`config.mk`:
```
export PLATFORM = sky130hd
export DESIGN_NAME = fifo_drain_serializer_flat
export DESIGN_NICKNAME = d
export VERILOG_FILES = /design/src/rtl/fifo_drain_serializer_pkg.sv /design/src/rtl/fifo_drain_serializer_if.sv /design/src/rtl/fifo_drain_serializer.sv /design/src/flat_wrapper.sv
export SDC_FILE = /design/constraint.sdc
export NUM_CORES = 1
export LEC_CHECK = 0
export ABC_AREA = 1
export BUFFER_PORTS_ARGS = -buffer_cell sky130_fd_sc_hd__clkbuf_2
export CAP_MARGIN = 10
export CORE_ASPECT_RATIO = 2
export CORE_MARGIN = 2
export CORE_UTILIZATION = 38
export CTS_CLUSTER_DIAMETER = 50
export DETAILED_ROUTE_END_ITERATION = 10
export GPL_ROUTABILITY_DRIVEN = 0
export PLACE_DENSITY = 0.64
export SKIP_LAST_GASP = 1
export SYNTH_ARGS = -nofsm -noshare
export SYNTH_HDL_FRONTEND = slang
export SYNTH_SLANG_ARGS = --single-unit
export TNS_END_PERCENT = 1
```
`constraint.sdc`:
```
create_clock -name clk -period 3.5 [get_ports clk]
set_input_delay 0.175 -clock clk [delete_from_list [all_inputs] [get_ports clk]]
set_output_delay 0.175 -clock clk [all_outputs]
set_load 0.005 [all_outputs]
```
`src/rtl/fifo_drain_serializer_pkg.sv`:
```
// Shared definitions for the lrahash FIFO family: state encoding, default
// depth, and small constant/parity helpers used by the drain serializer.
package lrahash_fifo_pkg;

    localparam int DEFAULT_FIFO_DEPTH = 8;

    typedef enum logic [0:0] {
        IDLE = 1'b0,
        SEND = 1'b1
    } drain_state_e;

    // Ceiling log2; returns 0 for values of 0 or 1.
    function automatic int clog2(input int value);
        int result;
        int span;
        result = 0;
        span   = 1;
        while (span < value) begin
            span   = span * 2;
            result = result + 1;
        end
        return result;
    endfunction

    // Even parity over a beat; narrower beats are zero-extended by the caller,
    // which leaves the parity unchanged.
    function automatic logic even_parity(input logic [63:0] data);
        return ^data;
    endfunction

endpackage

```
`src/rtl/fifo_drain_serializer_if.sv`:
```
// FIFO read side plus narrow valid/ready stream of the drain serializer.
// Optional parity signals exist only when FIFO_DRAIN_PARITY_EN is defined.
interface fifo_drain_serializer_if #(
    parameter int IN_WIDTH  = 32,
    parameter int OUT_WIDTH = 8
);
    logic                 fifo_empty;
    logic [IN_WIDTH-1:0]  read_data;
    logic                 read_en;
    logic                 out_valid;
    logic                 out_ready;
    logic [OUT_WIDTH-1:0] out_data;
    logic                 out_last;
    logic                 busy;
`ifdef FIFO_DRAIN_PARITY_EN
    logic                 out_parity;
    logic                 parity_chk_fail;
    logic [15:0]          parity_err_cnt;
`endif

    // Serializer side.
    modport master (
        input  fifo_empty, read_data, out_ready,
`ifdef FIFO_DRAIN_PARITY_EN
        input  parity_chk_fail,
        output out_parity, parity_err_cnt,
`endif
        output read_en, out_valid, out_data, out_last, busy
    );

    // FIFO / downstream side.
    modport slave (
        output fifo_empty, read_data, out_ready,
`ifdef FIFO_DRAIN_PARITY_EN
        output parity_chk_fail,
        input  out_parity, parity_err_cnt,
`endif
        input  read_en, out_valid, out_data, out_last, busy
    );

endinterface

```
`src/rtl/fifo_drain_serializer.sv`:
```
// Pops wide words from a synchronous FIFO and emits each as NUM_BEATS narrow
// beats on a valid/ready stream, reloading on the last-beat accept so there
// is no bubble between words.
// Optional feature macro: FIFO_DRAIN_PARITY_EN (out_parity, parity_chk_fail,
// saturating parity_err_cnt).
module fifo_drain_serializer
    import lrahash_fifo_pkg::*;
#(
    parameter int IN_WIDTH  = 32,
    parameter int OUT_WIDTH = 8,
    parameter bit LSB_FIRST = 1'b1
) (
    input  logic                    clk,
    input  logic                    rst,
    fifo_drain_serializer_if.master bus
);

    localparam int NUM_BEATS = IN_WIDTH / OUT_WIDTH;
    localparam int CNT_W_RAW = clog2(NUM_BEATS);
    localparam int CNT_W     = (CNT_W_RAW < 1) ? 1 : CNT_W_RAW;
    localparam logic [CNT_W-1:0] LAST_BEAT = CNT_W'(NUM_BEATS - 1);

    localparam logic [0:0] ST_IDLE = IDLE;
    localparam logic [0:0] ST_SEND = SEND;

    logic [0:0]           state_r;
    logic [0:0]           state_nxt_s;
    logic [IN_WIDTH-1:0]  shift_r;
    logic [IN_WIDTH-1:0]  shift_nxt_s;
    logic [CNT_W-1:0]     beat_cnt_r;
    logic [CNT_W-1:0]     beat_cnt_nxt_s;
    logic                 in_send_s;
    logic                 last_s;
    logic                 accept_s;
    logic                 load_s;
    logic [OUT_WIDTH-1:0] out_data_s;

    // Handshake qualifiers: a new word is loaded from IDLE or on the last-beat accept.
    always_comb begin
        in_send_s = (state_r == ST_SEND);
        last_s    = in_send_s && (beat_cnt_r == LAST_BEAT);
        accept_s  = in_send_s && bus.out_ready;
        load_s    = !bus.fifo_empty && (!in_send_s || (accept_s && last_s));
    end

    // Next-state, shift and beat-count logic.
    always_comb begin
        state_nxt_s    = state_r;
        shift_nxt_s    = shift_r;
        beat_cnt_nxt_s = beat_cnt_r;
        case (state_r)
            ST_IDLE: begin
                if (load_s) begin
                    state_nxt_s    = ST_SEND;
                    shift_nxt_s    = bus.read_data;
                    beat_cnt_nxt_s = {CNT_W{1'b0}};
                end else begin
                    state_nxt_s    = ST_IDLE;
                end
            end
            ST_SEND: begin
                if (accept_s && !last_s) begin
                    // Move the next slice into the output position; vacated bits fill with 0.
                    if (LSB_FIRST) begin
                        shift_nxt_s = shift_r >> OUT_WIDTH;
                    end else begin
                        shift_nxt_s = shift_r << OUT_WIDTH;
                    end
                    beat_cnt_nxt_s = beat_cnt_r + CNT_W'(1);
                end else if (accept_s && load_s) begin
                    shift_nxt_s    = bus.read_data;
                    beat_cnt_nxt_s = {CNT_W{1'b0}};
                end else if (accept_s) begin
                    state_nxt_s    = ST_IDLE;
                    shift_nxt_s    = {IN_WIDTH{1'b0}};
                    beat_cnt_nxt_s = {CNT_W{1'b0}};
                end else begin
                    state_nxt_s    = ST_SEND;
                end
            end
            default: begin
                state_nxt_s    = ST_IDLE;
                shift_nxt_s    = {IN_WIDTH{1'b0}};
                beat_cnt_nxt_s = {CNT_W{1'b0}};
            end
        endcase
    end

    // State, shift register and beat counter; reset discards any held word.
    always_ff @(posedge clk or posedge rst) begin
        if (rst) begin
            state_r    <= ST_IDLE;
            shift_r    <= {IN_WIDTH{1'b0}};
            beat_cnt_r <= {CNT_W{1'b0}};
        end else begin
            state_r    <= state_nxt_s;
            shift_r    <= shift_nxt_s;
            beat_cnt_r <= beat_cnt_nxt_s;
        end
    end

    // Stream outputs and pop strobe; the pop is held off while reset is asserted.
    always_comb begin
        if (!in_send_s) begin
            out_data_s = {OUT_WIDTH{1'b0}};
        end else if (LSB_FIRST) begin
            out_data_s = shift_r[OUT_WIDTH-1:0];
        end else begin
            out_data_s = shift_r[IN_WIDTH-1 -: OUT_WIDTH];
        end
        bus.out_data  = out_data_s;
        bus.out_valid = in_send_s;
        bus.busy      = in_send_s;
        bus.out_last  = last_s;
        bus.read_en   = load_s && !rst;
    end

`ifdef FIFO_DRAIN_PARITY_EN
    logic [15:0] parity_err_cnt_r;

    // Count accepted beats flagged by downstream parity checking, saturating at all ones.
    always_ff @(posedge clk or posedge rst) begin
        if (rst) begin
            parity_err_cnt_r <= 16'd0;
        end else if (accept_s && bus.parity_chk_fail && (parity_err_cnt_r != 16'hFFFF)) begin
            parity_err_cnt_r <= parity_err_cnt_r + 16'd1;
        end else begin
            parity_err_cnt_r <= parity_err_cnt_r;
        end
    end

    // Even parity of the current beat (0 in IDLE since out_data is 0 there).
    always_comb begin
        bus.out_parity     = even_parity(64'(out_data_s));
        bus.parity_err_cnt = parity_err_cnt_r;
    end
`endif

endmodule

```
`src/flat_wrapper.sv`:
```
// flat-port wrapper written by rule: the top's interface ports become plain ports
module fifo_drain_serializer_flat import lrahash_fifo_pkg::*;
#(
    parameter int IN_WIDTH  = 32,
    parameter int OUT_WIDTH = 8,
    parameter bit LSB_FIRST = 1'b1
)
  (clk, rst, bus_fifo_empty, bus_read_data, bus_out_ready, bus_read_en, bus_out_valid, bus_out_data, bus_out_last, bus_busy);
  fifo_drain_serializer_if #(.IN_WIDTH(IN_WIDTH), .OUT_WIDTH(OUT_WIDTH)) bus_i ();
  input  logic clk;
  input  logic rst;
  input wire logic [$bits(bus_i.fifo_empty)-1:0] bus_fifo_empty;
  input wire logic [$bits(bus_i.read_data)-1:0] bus_read_data;
  input wire logic [$bits(bus_i.out_ready)-1:0] bus_out_ready;
  output wire logic [$bits(bus_i.read_en)-1:0] bus_read_en;
  output wire logic [$bits(bus_i.out_valid)-1:0] bus_out_valid;
  output wire logic [$bits(bus_i.out_data)-1:0] bus_out_data;
  output wire logic [$bits(bus_i.out_last)-1:0] bus_out_last;
  output wire logic [$bits(bus_i.busy)-1:0] bus_busy;
  assign bus_i.fifo_empty = bus_fifo_empty;
  assign bus_i.read_data = bus_read_data;
  assign bus_i.out_ready = bus_out_ready;
  assign bus_read_en = bus_i.read_en;
  assign bus_out_valid = bus_i.out_valid;
  assign bus_out_data = bus_i.out_data;
  assign bus_out_last = bus_i.out_last;
  assign bus_busy = bus_i.busy;
  fifo_drain_serializer #(.IN_WIDTH(IN_WIDTH), .OUT_WIDTH(OUT_WIDTH), .LSB_FIRST(LSB_FIRST)) u_core (.clk(clk), .rst(rst), .bus(bus_i));
endmodule
```
* After elaboration in Yosys (flattened, before gate mapping)
Cells that the tools add are included. W data, S select, Z words.
Storage, ports and cells: bits in registers 35, word-level logic and storage cells 37, output and inout bits 12, input bits 36
Operators by class: bitwise operators 1, reduce and logical (&&, ||, !) cells 13, add/sub/neg operators 1, muxes and demuxes 16, equality and inequality tests 3
Operators with widths (number):
- $mux W32 | 4
- $pmux W32 S2 | 1
- $mux W2 | 4
- $mux W8 | 1
- $logic_and A1 B1 Y1 | 7
- $logic_not A1 Y1 | 4
- $mux W1 | 4
- $ne A4 B4 Y1 const B | 1
- $pmux W2 S2 | 1
- $add A2 B1 Y2 const B | 1
- $eq A2 B2 Y1 const B | 1
- $ne A2 B1 Y1 const B | 1
- $pmux W1 S2 | 1
- $reduce_and A2 Y1 | 1
- $logic_or A1 B1 Y1 | 1
- $not A1 Y1 | 1

* Logic depth before layout (Yosys ltp)
depth in word-level cells 9, mapped depth 8, mapped depth without buffers 6

* Least setup slack after synthesis
No wires, ideal clock.
kind input port to output port, start point input port rst, end point output port bus_read_en, setup slack 2.164 ns, arrival time 1.161 ns, buffers on the path 0, stages 3, data required time 3.325 ns, path through inv_1 -> nand3_1 -> inv_1
On the way: word-level cells in the longest chain between the ends 2
RTL lines:
- start, declared | line flat_wrapper.sv:11 | input logic rst;
- $logic_not A1 Y1 (no source line)
- $logic_and A1 B1 Y1 | line fifo_drain_serializer.sv:115 | bus.read_en = load_s && !rst;
- end, declared | line flat_wrapper.sv:15 | output wire logic [$bits(bus_i.read_en)-1:0] bus_read_en;
Every way passes these cells.

* Worst setup path in the final report
start point register u_core.state_r (netlist: u_core.bus.busy), end point register u_core.shift_r[12]
On the way: word-level cells in the longest chain between the ends 8, elaborated cells on any way between the ends 16, those cells by class eq/ne (2); mux (3); bitwise (1); reduce/logical (10)
RTL lines:
- start, declared | line fifo_drain_serializer.sv:26 | logic [0:0] state_r;
- start signal, assigned | line fifo_drain_serializer.sv:96 | state_r <= state_nxt_s;
- $logic_and A1 B1 Y1 (on tied branches) | line fifo_drain_serializer.sv:42, fifo_drain_serializer.sv:41
- $logic_and A1 B1 Y1 | line fifo_drain_serializer.sv:43 | load_s = !bus.fifo_empty && (!in_send_s || (accept_s && last_s));
- $logic_or A1 B1 Y1 | line fifo_drain_serializer.sv:43
- $logic_and A1 B1 Y1 | line fifo_drain_serializer.sv:43
- $logic_and A1 B1 Y1 | line fifo_drain_serializer.sv:70 | end else if (accept_s && load_s) begin
- $mux W32 | line fifo_drain_serializer.sv:70
- $mux W32 | line fifo_drain_serializer.sv:62 | if (accept_s && !last_s) begin
- $pmux W32 S2 | line fifo_drain_serializer.sv:51 | case (state_r)
- end signal, assigned | line fifo_drain_serializer.sv:93 | shift_r <= {IN_WIDTH{1'b0}};
- end signal, assigned | line fifo_drain_serializer.sv:97 | shift_r <= shift_nxt_s;
- end, declared | line fifo_drain_serializer.sv:28 | logic [IN_WIDTH-1:0] shift_r;
Several ways; a longest one is shown, not always the timed one. A chain may end at the register's enable or synchronous reset.

==> reports/results.txt <==
Synth Net Count: 296
MaxCap Viol Count: 0
Util after Layout: 44.28%
via count of the first global-routing pass: 1,642
status: finished, final reports clean
CP Class: register to register
DRC: 0
most frequent cells in the layout: nand2_1 (60), inv_1 (48), clkbuf_2 (47)
htree depth: 2
post-CTS sizing: 0
minimum clock period after layout: 2450 ps
Longest Clk Path Bufs: 2
maximum vdd ir drop: 0.3180 mV
GRT Overall Usage: 17.66%
WL final: 4410 um
Avg WL per Cell: 12.46 um
CP arrival: 2620 ps
Mapped Cells: 259
remaining global-route overflow: 0
Hold Buf Count CTS: 1
Area Growth Syn to Fin: 14.41%
share of post-route cells with drive strength above 1: 23.65%
die width: 54.92 um
first-pass GRT wire length: 7486 um
critical path startpoint: u_core.bus.busy$_DFF_PP0_
hold crit path type: input pin to register
die height: 105.8 um
Synth top area share: 44.44%
placed instance count: 347
total negative setup slack: 0 ps
worst slew pin tran: 1067 ps
crit path launch type: register
Combinational Power Share: 36.8%
Final Power: 1.407 mW
Final WS setup: 1050 ps
PD cells: 623.9 mW/mm^2
Max-slew headroom: 28.69%
Setup WS pre-CTS: 1009 ps
design area: 0.002255 mm^2
nets@finish: 334
initial antenna violation count: 0
reg2reg end: u_core.shift_r[12]$_DFFE_PP0P_
commonest non-fill, non-tap cell in the layout: nand2_1
Clock Latency Late Sink: 290 ps
R2R Path Start: u_core.bus.busy$_DFF_PP0_
Seq/Total Area, Yosys: 44.44%
Sw Pwr: 529.8 uW
Final setup viols: 0
Worst setup EP type: register
CTS root buf: clkbuf_8
CP max FO: 32
core footprint: 0.005092 mm^2
Clock Skew: 5.799 ps
drt pass-1 iters: 4
CTS tree: yes
fin. max-slew vios: 0
Required @ worst endpoint: 3670 ps
final worst-path cycle share: 70.00%
total CTS buffers: 5
unrepaired setup endpoints after global routing: no
Post-Syn Area: 0.001971 mm^2
final hold viol count: 0
largest net degree at the start of global routing: 67
Sw Ratio: 37.66%
non-filler instance count after layout: 354
# fillers: 572
starting density of the core: 38.70%
sequential power share: 44.0%
placed inst area: 0.002172 mm^2
crit path capture: u_core.shift_r[12]$_DFFE_PP0P_
DRT antenna net count: 0
register area: 875.8 um^2
Iteration-0 DRC Markers: 54
Synth Area per Inst: 7.609 um^2
Synth cell types: 17
Post-CTS Setup Inserts: 0
top cells by area, synth: dfrtp_1 (44%), nand2_1 (11%), inv_1 (9.1%)
fmax: 408.2 MHz
vias per inst: 4.949
port bufs: 47
IO Count: 48
leakage: 1.232 nW
share of power burned in the clock network: 19.2%
ANT cells: 0
Site Rows: 37
clk sinks: 35
footprint of the multi-input gates: 785.8 um^2
worst reg-to-reg setup slack: 1050 ps
Worst-path clk slew: 70 ps
flops & latches, synth: 35
R2R depth: 4
Vias: 1,752
YS warnings: 0
cell taking the most area after synthesis: dfrtp_1
Post-DP HPWL: 2917 um
Fin Hold WS: 115.1 ps
P_int: 876.8 uW
die area: 0.005813 mm^2
==> power by group through the flow <==
stage	Sequential [mW]	Clock (mW)	Combinational, mW
floorplan	0.596	0	0.429
global placement	0.622	0	0.514
detailed placement	0.628	0	0.527
CTS	0.620	0.278	0.528
global route	0.639	0.296	0.611
finish	0.619	0.269	0.518
==> area by class of cell <==
type / count / area share (%)
clock buffers: 6 / 3.219
flip-flops and latches: 35 / 38.85
inverters: 48 / 7.991
well taps: 58 / 3.219
repair buffers: 51 / 11.88
multi-input cells: 156 / 34.85
==> critical path, cell delays in order, from the launching register on <==
cell and delay (ps):
dfrtp_1 950, buf_4 330, nand2_1 650, nand2_1 300, a21oi_2 80
==> state kept, by name, indices dropped and copies added (netlist names) <==
register,count
u_core.beat_cnt_r,2
u_core.bus.busy,1
u_core.shift_r,32
==> synth_stat cells, drive strengths merged <==
master   n
dfrtp   35
mux2i    1
o22ai    1
a21boi   1
nand3   11
nand2   60
o21ai    9
inv     48
ha       1
buf     20
nor2    24
a21oi   24
nand4   24
==> per-layer routing <==
metal	up-vias	part of all wire (%)	global-route usage (%)	wire length (um)
met5	-	0	0	0
met4	0	2.1	7.317	91
met3	6	3.9	3.824	173
met2	33	56	28.83	2462
met1	827	38	21.48	1682
li1	886	-	-	-
==> kinds of logic (layout without fill, tap and decap cells) <==
| kind of cell | count (synthesis) | in the layout | synth area share [%] |
|---|---|---|---|
| and+or+nand+nor | 119 | 119 | 26.41 |
| buffers and inverters | 68 | 105 | 16.06 |
| AOI/OAI and AO/OA | 35 | 35 | 11.94 |
| DFF | 35 | 35 | 44.44 |
| adders and majority gates | 1 | 1 | 0.6348 |
| muxes | 1 | 1 | 0.5080 |
==> how the worst min path moves through the flow <==
stage / start / end / slack [ps] / cells after the start
after global placement: rst / u_core.shift_r[25]$_DFFE_PP0P_ / 290 / 3
final: bus_read_data[14] / u_core.shift_r[14]$_DFFE_PP0P_ / 120 / 3
after floorplan: bus_fifo_empty / u_core.bus.busy$_DFF_PP0_ / 250 / 1
after detailed placement: rst / u_core.beat_cnt_r[1]$_DFFE_PP0P_ / 290 / 3
after global routing: bus_read_data[13] / u_core.shift_r[13]$_DFFE_PP0P_ / 120 / 3
after CTS: bus_read_data[20] / u_core.shift_r[20]$_DFFE_PP0P_ / 110 / 3
Power figures use the tool's default switching activity.
